[src/rtl/simple_pkg.sv]
`default_nettype none
// ============================================================================
// Module      : simple_pkg
// Description : Shared fetch/decode definitions: fetch FSM state encoding,
//               COMMAND-word field positions and the HLT opcode constants.
// Revision    : 1.0 - initial release
// ============================================================================
package simple_pkg;

    typedef enum logic [2:0] {
        IDLE  = 3'd0,
        REQ   = 3'd1,
        WAIT  = 3'd2,
        ISSUE = 3'd3,
        HALT  = 3'd4
    } fetch_state_t;

    localparam logic [1:0] OPC_ALU = 2'b11;
    localparam logic [3:0] OP3_HLT = 4'b1111;

    localparam int OPC_MSB = 15;
    localparam int OPC_LSB = 14;
    localparam int OP3_MSB = 7;
    localparam int OP3_LSB = 4;

    // HLT is the ALU-class opcode with the all-ones secondary opcode
    function automatic logic is_hlt(input logic [15:0] word);
        return (word[OPC_MSB:OPC_LSB] == OPC_ALU) &&
               (word[OP3_MSB:OP3_LSB] == OP3_HLT);
    endfunction

endpackage
`default_nettype wire

[src/rtl/fetch_unit_watchdog.sv]
`default_nettype none
// ============================================================================
// Module      : fetch_watchdog
// Description : Counts cycles spent waiting for instruction memory and flags
//               expiry on the TIMEOUT-th waiting cycle.
// Revision    : 1.0 - initial release
// ============================================================================
module fetch_watchdog #(
    parameter int TIMEOUT = 15
) (
    input  logic clk,
    input  logic rst,
    input  logic i_clear,
    input  logic i_count_en,
    output logic o_expired
);

    localparam int CNT_W = $clog2(TIMEOUT + 1);
    localparam logic [CNT_W-1:0] c_LAST = CNT_W'(TIMEOUT - 1);

    logic [CNT_W-1:0] r_count;

    // Cleared while the request is issued so each wait starts from zero
    always_ff @(posedge clk) begin
        if (rst || i_clear) begin
            r_count <= '0;
        end else if (i_count_en && !o_expired) begin
            r_count <= r_count + CNT_W'(1);
        end
    end

    assign o_expired = i_count_en && (r_count == c_LAST);

endmodule
`default_nettype wire

[src/rtl/fetch_unit.sv]
`default_nettype none
// ============================================================================
// Module      : fetch_unit
// Description : Instruction fetch front end. Holds the PC, issues one-word
//               reads, registers the returned COMMAND word and hands it to
//               decode with valid/ready. Redirects on taken branch, stops on
//               HLT. Optional macro FETCH_TIMEOUT_EN adds a WAIT watchdog
//               that re-issues the request and sets sticky fetch_err.
// Revision    : 1.0 - initial release
// ============================================================================
module fetch_unit
    import simple_pkg::*;
#(
    parameter int               ADDR_W   = 16,
    parameter logic [ADDR_W-1:0] RESET_PC = '0,
    parameter int               TIMEOUT  = 15
) (
    input  logic              clk,
    input  logic              rst,
    input  logic              run,
    output logic              mem_rd,
    output logic [ADDR_W-1:0] mem_addr,
    input  logic [15:0]       mem_rdata,
    input  logic              mem_rvalid,
    output logic [15:0]       cmd,
    output logic              cmd_valid,
    input  logic              cmd_ready,
    input  logic              pc_load,
    input  logic [ADDR_W-1:0] pc_target,
    output logic [ADDR_W-1:0] pc_plus1,
    output logic              halted,
    output logic              fetch_err
);

    fetch_state_t      r_state;
    logic [ADDR_W-1:0] r_pc;
    logic [15:0]       r_cmd;
    logic              r_cmd_valid;
    logic              r_halted;
    logic              r_fetch_err;
    logic              w_timeout;
    logic [ADDR_W-1:0] w_pc_plus1;

    if (TIMEOUT < 1) begin : g_timeout_range
        $error("fetch_unit: TIMEOUT must be at least 1");
    end

`ifdef FETCH_TIMEOUT_EN
    fetch_watchdog #(
        .TIMEOUT (TIMEOUT)
    ) u_watchdog (
        .clk        (clk),
        .rst        (rst),
        .i_clear    (r_state == REQ),
        .i_count_en (r_state == WAIT),
        .o_expired  (w_timeout)
    );
`else
    assign w_timeout = 1'b0;
`endif

    // Wraps naturally modulo 2^ADDR_W
    assign w_pc_plus1 = r_pc + ADDR_W'(1);

    // Fetch sequencer: request, wait for memory, hold word until accepted
    always_ff @(posedge clk) begin
        if (rst) begin
            r_state     <= IDLE;
            r_pc        <= RESET_PC;
            r_cmd       <= 16'h0000;
            r_cmd_valid <= 1'b0;
            r_halted    <= 1'b0;
            r_fetch_err <= 1'b0;
        end else begin
            case (r_state)
                IDLE: begin
                    if (run) begin
                        r_state <= REQ;
                    end
                end
                REQ: begin
                    r_state <= WAIT;
                end
                WAIT: begin
                    // A word arriving together with expiry is still taken
                    if (mem_rvalid) begin
                        r_cmd       <= mem_rdata;
                        r_cmd_valid <= 1'b1;
                        r_state     <= ISSUE;
                    end else if (w_timeout) begin
                        r_fetch_err <= 1'b1;
                        r_state     <= REQ;
                    end
                end
                ISSUE: begin
                    if (cmd_ready) begin
                        r_cmd_valid <= 1'b0;
                        if (is_hlt(r_cmd)) begin
                            r_halted <= 1'b1;
                            r_state  <= HALT;
                        end else begin
                            r_pc    <= pc_load ? pc_target : w_pc_plus1;
                            r_state <= REQ;
                        end
                    end
                end
                HALT: begin
                    r_state <= HALT;
                end
                default: begin
                    r_state <= IDLE;
                end
            endcase
        end
    end

    assign mem_rd    = (r_state == REQ);
    assign mem_addr  = r_pc;
    assign cmd       = r_cmd;
    assign cmd_valid = r_cmd_valid;
    assign pc_plus1  = w_pc_plus1;
    assign halted    = r_halted;
    assign fetch_err = r_fetch_err;

endmodule
`default_nettype wire

[config.mk]
export PLATFORM = sky130hd
export DESIGN_NAME = fetch_unit
export DESIGN_NICKNAME = d
export VERILOG_FILES = /design/src/rtl/simple_pkg.sv /design/src/rtl/fetch_unit_watchdog.sv /design/src/rtl/fetch_unit.sv
export SDC_FILE = /design/constraint.sdc
export NUM_CORES = 1
export LEC_CHECK = 0
export ABC_AREA = 1
export CAP_MARGIN = 20
export CORE_MARGIN = 2
export CORE_UTILIZATION = 45
export DETAILED_ROUTE_END_ITERATION = 8
export PLACE_DENSITY = 0.95
export SYNTH_ARGS = -nofsm -noshare
export SYNTH_HDL_FRONTEND = slang
export SYNTH_HIERARCHICAL = 1
export SYNTH_SLANG_ARGS = --single-unit
[constraint.sdc]
create_clock -name clk -period 4.5 [get_ports clk]
set_input_delay 0.9 -clock clk [delete_from_list [all_inputs] [get_ports clk]]
set_output_delay 0.9 -clock clk [all_outputs]
set_load 0.01 [all_outputs]
==> impl_metrics.xml <==
<?xml version="1.0" encoding="UTF-8"?>
<metrics>
  <group name="routing">
    <metric name="drt-vias-per-instance" unit="">5.05</metric>
    <metric name="detailedRoute.firstIterationViolations" unit="">116</metric>
    <metric name="vias" unit="">2205</metric>
    <metric name="ant_nets" unit="">0</metric>
    <metric name="drt-pass1-iter-count" unit="">5</metric>
    <metric name="routed_wl" unit="um">5780</metric>
    <metric name="routedWlPerCell" unit="um">13.2</metric>
    <metric name="post-route-drc-count" unit="">0</metric>
  </group>
  <group name="synth">
    <metric name="synth_sequential_area_ratio" unit="%">36.0</metric>
    <metric name="top_cell_type_by_total_area_after_synthesis" unit="">sky130_fd_sc_hd__dfxtp_1</metric>
    <metric name="postSynthRegisterBits" unit="">37</metric>
    <metric name="synth.top_cells.by_count" unit="">sky130_fd_sc_hd__nand2_1, sky130_fd_sc_hd__nor2_1, sky130_fd_sc_hd__dfxtp_1</metric>
    <metric name="top_area_cell_type_share_of_the_netlist_area" unit="%">36.0</metric>
    <metric name="synth-edff-count" unit="">0</metric>
    <metric name="synthCells" unit="">300</metric>
    <metric name="syn_area_per_cell" unit="um2">6.86</metric>
    <metric name="synth_ff_type" unit="">sky130_fd_sc_hd__dfxtp_1</metric>
    <metric name="post_synth_instance_area" unit="um2">2060</metric>
    <metric name="yosys-top-cells-area" unit="">sky130_fd_sc_hd__dfxtp_1, sky130_fd_sc_hd__nand2_1, sky130_fd_sc_hd__nor2_1</metric>
    <metric name="post_synth_num_cell_types" unit="">28</metric>
    <metric name="synth_nets" unit="">339</metric>
    <metric name="postSynth.asyncResetShare" unit="%">0</metric>
    <metric name="post-synth-top-count-cell" unit="">sky130_fd_sc_hd__nand2_1</metric>
    <metric name="synth_warnings" unit="">6</metric>
  </group>
  <group name="die">
    <metric name="ioPinCount" unit="">90</metric>
    <metric name="initial_utilization" unit="%">46.9</metric>
    <metric name="die_height" unit="um">71.6</metric>
    <metric name="core_area" unit="um2">4380</metric>
    <metric name="die-width" unit="um">71.6</metric>
    <metric name="row_count" unit="">24</metric>
    <metric name="floorplan.die_area" unit="um2">5130</metric>
  </group>
  <group name="global_route">
    <metric name="globalRouteTotalUtil" unit="%">23.6</metric>
    <metric name="antenna_found_initial" unit="">0</metric>
    <metric name="grt-ovfl-total" unit="">0</metric>
    <metric name="grt_pass1_wl" unit="um">9690</metric>
    <metric name="grt_max_degree" unit="">33</metric>
    <metric name="grt_pass1_vias" unit="">2279</metric>
  </group>
  <group name="clock_network">
    <metric name="clock-sinks" unit="">37</metric>
    <metric name="cts_h_tree_lvls" unit="">2</metric>
    <metric name="cts_tree" unit="">yes</metric>
    <metric name="cts-resized-gates" unit="">0</metric>
    <metric name="postCtsSetupBuffers" unit="">0</metric>
    <metric name="cts.root.buffer_cell" unit="">sky130_fd_sc_hd__clkbuf_8</metric>
    <metric name="insertion_delay" unit="ns">0.30</metric>
    <metric name="clk_transition_reported_paths" unit="ns">0.08</metric>
    <metric name="hold_buffers" unit="">0</metric>
    <metric name="max-clock-path-buffers" unit="">2</metric>
    <metric name="cts_inserted_buffers" unit="">5</metric>
  </group>
  <group name="power_and_ir_drop">
    <metric name="ir_drop" unit="V">0.000235</metric>
    <metric name="static-leakage-power" unit="nW">1.18</metric>
    <metric name="fin_total_pwr" unit="W">0.000945</metric>
    <metric name="power_density" unit="nW/um2">308</metric>
  </group>
  <group name="run">
    <metric name="drv_cap" unit="">0</metric>
  </group>
  <group name="worst_setup_path">
    <metric name="crit_buf_inv" unit="">2</metric>
    <metric name="crit_path_max_fanout" unit="">5</metric>
    <metric name="timing.critical_path.to_type" unit="">primary output</metric>
    <metric name="path_delay_family" unit="">buffers and inverters</metric>
    <metric name="start_kind" unit="">flip-flop</metric>
    <metric name="timing.critical_path.slowest_stage_cell" unit="">sky130_fd_sc_hd__clkdlybuf4s50_1</metric>
    <metric name="cp_slowest_stage_delay" unit="ns">0.53</metric>
    <metric name="cp.required" unit="ns">3.60</metric>
    <metric name="crit_path_cell_chain" unit="">ha_1, nand3_2, inv_2, nand2_1, o21ai_1, and2_1, clkdlybuf4s50_1</metric>
    <metric name="critPathKind" unit="">reg2out</metric>
    <metric name="cp_data_arrival_time" unit="ns">2.11</metric>
  </group>
  <group name="placement">
    <metric name="setup_slack_after_placement" unit="ns">1.82</metric>
    <metric name="dp_hpwl" unit="um">4340</metric>
    <metric name="io_buffers" unit="">88</metric>
    <metric name="gp_routability_congestion" unit="">0.853</metric>
    <metric name="placed_cells" unit="">429</metric>
  </group>
  <group name="sta">
    <metric name="final.setup_skew" unit="ns">0.00752</metric>
    <metric name="final.period_utilization" unit="%">67.0</metric>
    <metric name="final.setup.worst_slack" unit="ns">1.49</metric>
    <metric name="hold_ws" unit="ns">0.491</metric>
    <metric name="slew_violations" unit="">0</metric>
    <metric name="final.min_clock_period" unit="ns">3.01</metric>
    <metric name="timing.fmax" unit="MHz">332</metric>
    <metric name="final.setup.tns" unit="ns">0</metric>
    <metric name="hold_viol" unit="">0</metric>
    <metric name="rsz_0062_raised_after_global_routing" unit="">no</metric>
    <metric name="setup-violations-final" unit="">0</metric>
    <metric name="worst_slew_margin_rel" unit="%">41.0</metric>
    <metric name="worst_pin_slew" unit="ns">0.885</metric>
  </group>
  <group name="finish">
    <metric name="area_growth" unit="%">49.0</metric>
    <metric name="final-seq-area" unit="um2">741</metric>
    <metric name="fin_cells" unit="">437</metric>
    <metric name="nFillCells" unit="">373</metric>
    <metric name="design.final.nets" unit="">423</metric>
    <metric name="multiInputGateArea" unit="um2">1150</metric>
    <metric name="drive_above_1_share" unit="%">11.4</metric>
    <metric name="antenna-diode-count" unit="">0</metric>
  </group>
  <group name="hold_path">
    <metric name="worst_min_path_class" unit="">reg2reg</metric>
  </group>
  <group name="status">
    <metric name="status" unit="">completed</metric>
  </group>
</metrics>
==> routing by layer <==
layer  GRT usage, %  routed length (um)  vias to the layer above
met5              0                   0                        -
met4           8.39                  81                        0
met3           9.00                 563                        9
met2           43.3                2890                       84
met1           24.5                2250                      992
li1               -                   -                     1120
==> worst paths after layout <==
| kind | to | slack (ns) | from | cells after the start |
|---|---|---|---|---|
| max reg2reg | cmd_valid | 3.02 | r_state[2] | 7 |
| min | cmd[13] | 0.49 | cmd[13] | 2 |
| max | pc_plus1[10] | 1.49 | mem_addr[0] | 7 |
| min reg2reg | cmd[13] | 0.49 | cmd[13] | 2 |
==> worst min-delay path, stage by stage, from the launching register on <==
cell and delay [ns]:
sky130_fd_sc_hd__dfxtp_1 0.31, sky130_fd_sc_hd__nor2_1 0.09, sky130_fd_sc_hd__nor2_1 0.05
==> cells in the final DEF (no fill, tap or decap), types with 6 or more instances in the layout <==
master / Yosys / layout
sky130_fd_sc_hd__o21ai_1: 6 / 6
sky130_fd_sc_hd__nand3_1: 12 / 12
sky130_fd_sc_hd__a21oi_2: 14 / 14
sky130_fd_sc_hd__dfxtp_1: 37 / 37
sky130_fd_sc_hd__clkdlybuf4s50_1: 0 / 88
sky130_fd_sc_hd__nand2_1: 77 / 77
sky130_fd_sc_hd__inv_1: 19 / 19
sky130_fd_sc_hd__nor2_1: 48 / 48
sky130_fd_sc_hd__a21oi_1: 19 / 19
sky130_fd_sc_hd__o21ai_0: 20 / 20
==> logic make-up (layout without fill, tap and decap cells) <==
| logic type | count (synthesis) | in the layout | share of synthesized area [%] |
|---|---|---|---|
| xor gates and xnor gates | 6 | 6 | 2.92 |
| AOI/OAI and AO/OA | 59 | 59 | 16.9 |
| adders and majority gates | 1 | 1 | 0.608 |
| and+or+nand+nor | 160 | 160 | 35.1 |
| buffers and inverters | 36 | 121 | 8.27 |
| DFF | 37 | 37 | 36.0 |
| other | 1 | 1 | 0.182 |
==> report_power, final <==
group	internal [W]	total (W)	switching, W
Sequential	0.000354	0.000377	0.0000233
Clock	0.000220	0.000347	0.000127
Combinational	0.000113	0.000220	0.000107
==> flip-flops by register name, summed over array words and instances (netlist names) <==
name,count
cmd,16
mem_addr,16
r_state,3
cmd_valid,1
halted,1
==> cell type report <==
class,count,area share [%]
clock buffer,5,2.25
inverter,24,2.94
tap,52,2.12
clock inverter,3,2.12
multi-input combinational,227,37.4
sequential,37,24.2
timing repair buffer,89,29.0
==> metrics by stage <==
step | utilization, % | cell area [um2]
floorplan | - | 2060
global placement | 66.8 | 2930
detailed placement | 66.8 | 2930
CTS | 69.9 | 3060
global route | 69.9 | 3060
finish | 69.9 | 3060
No activity file was read; power rests on OpenSTA's default activity.
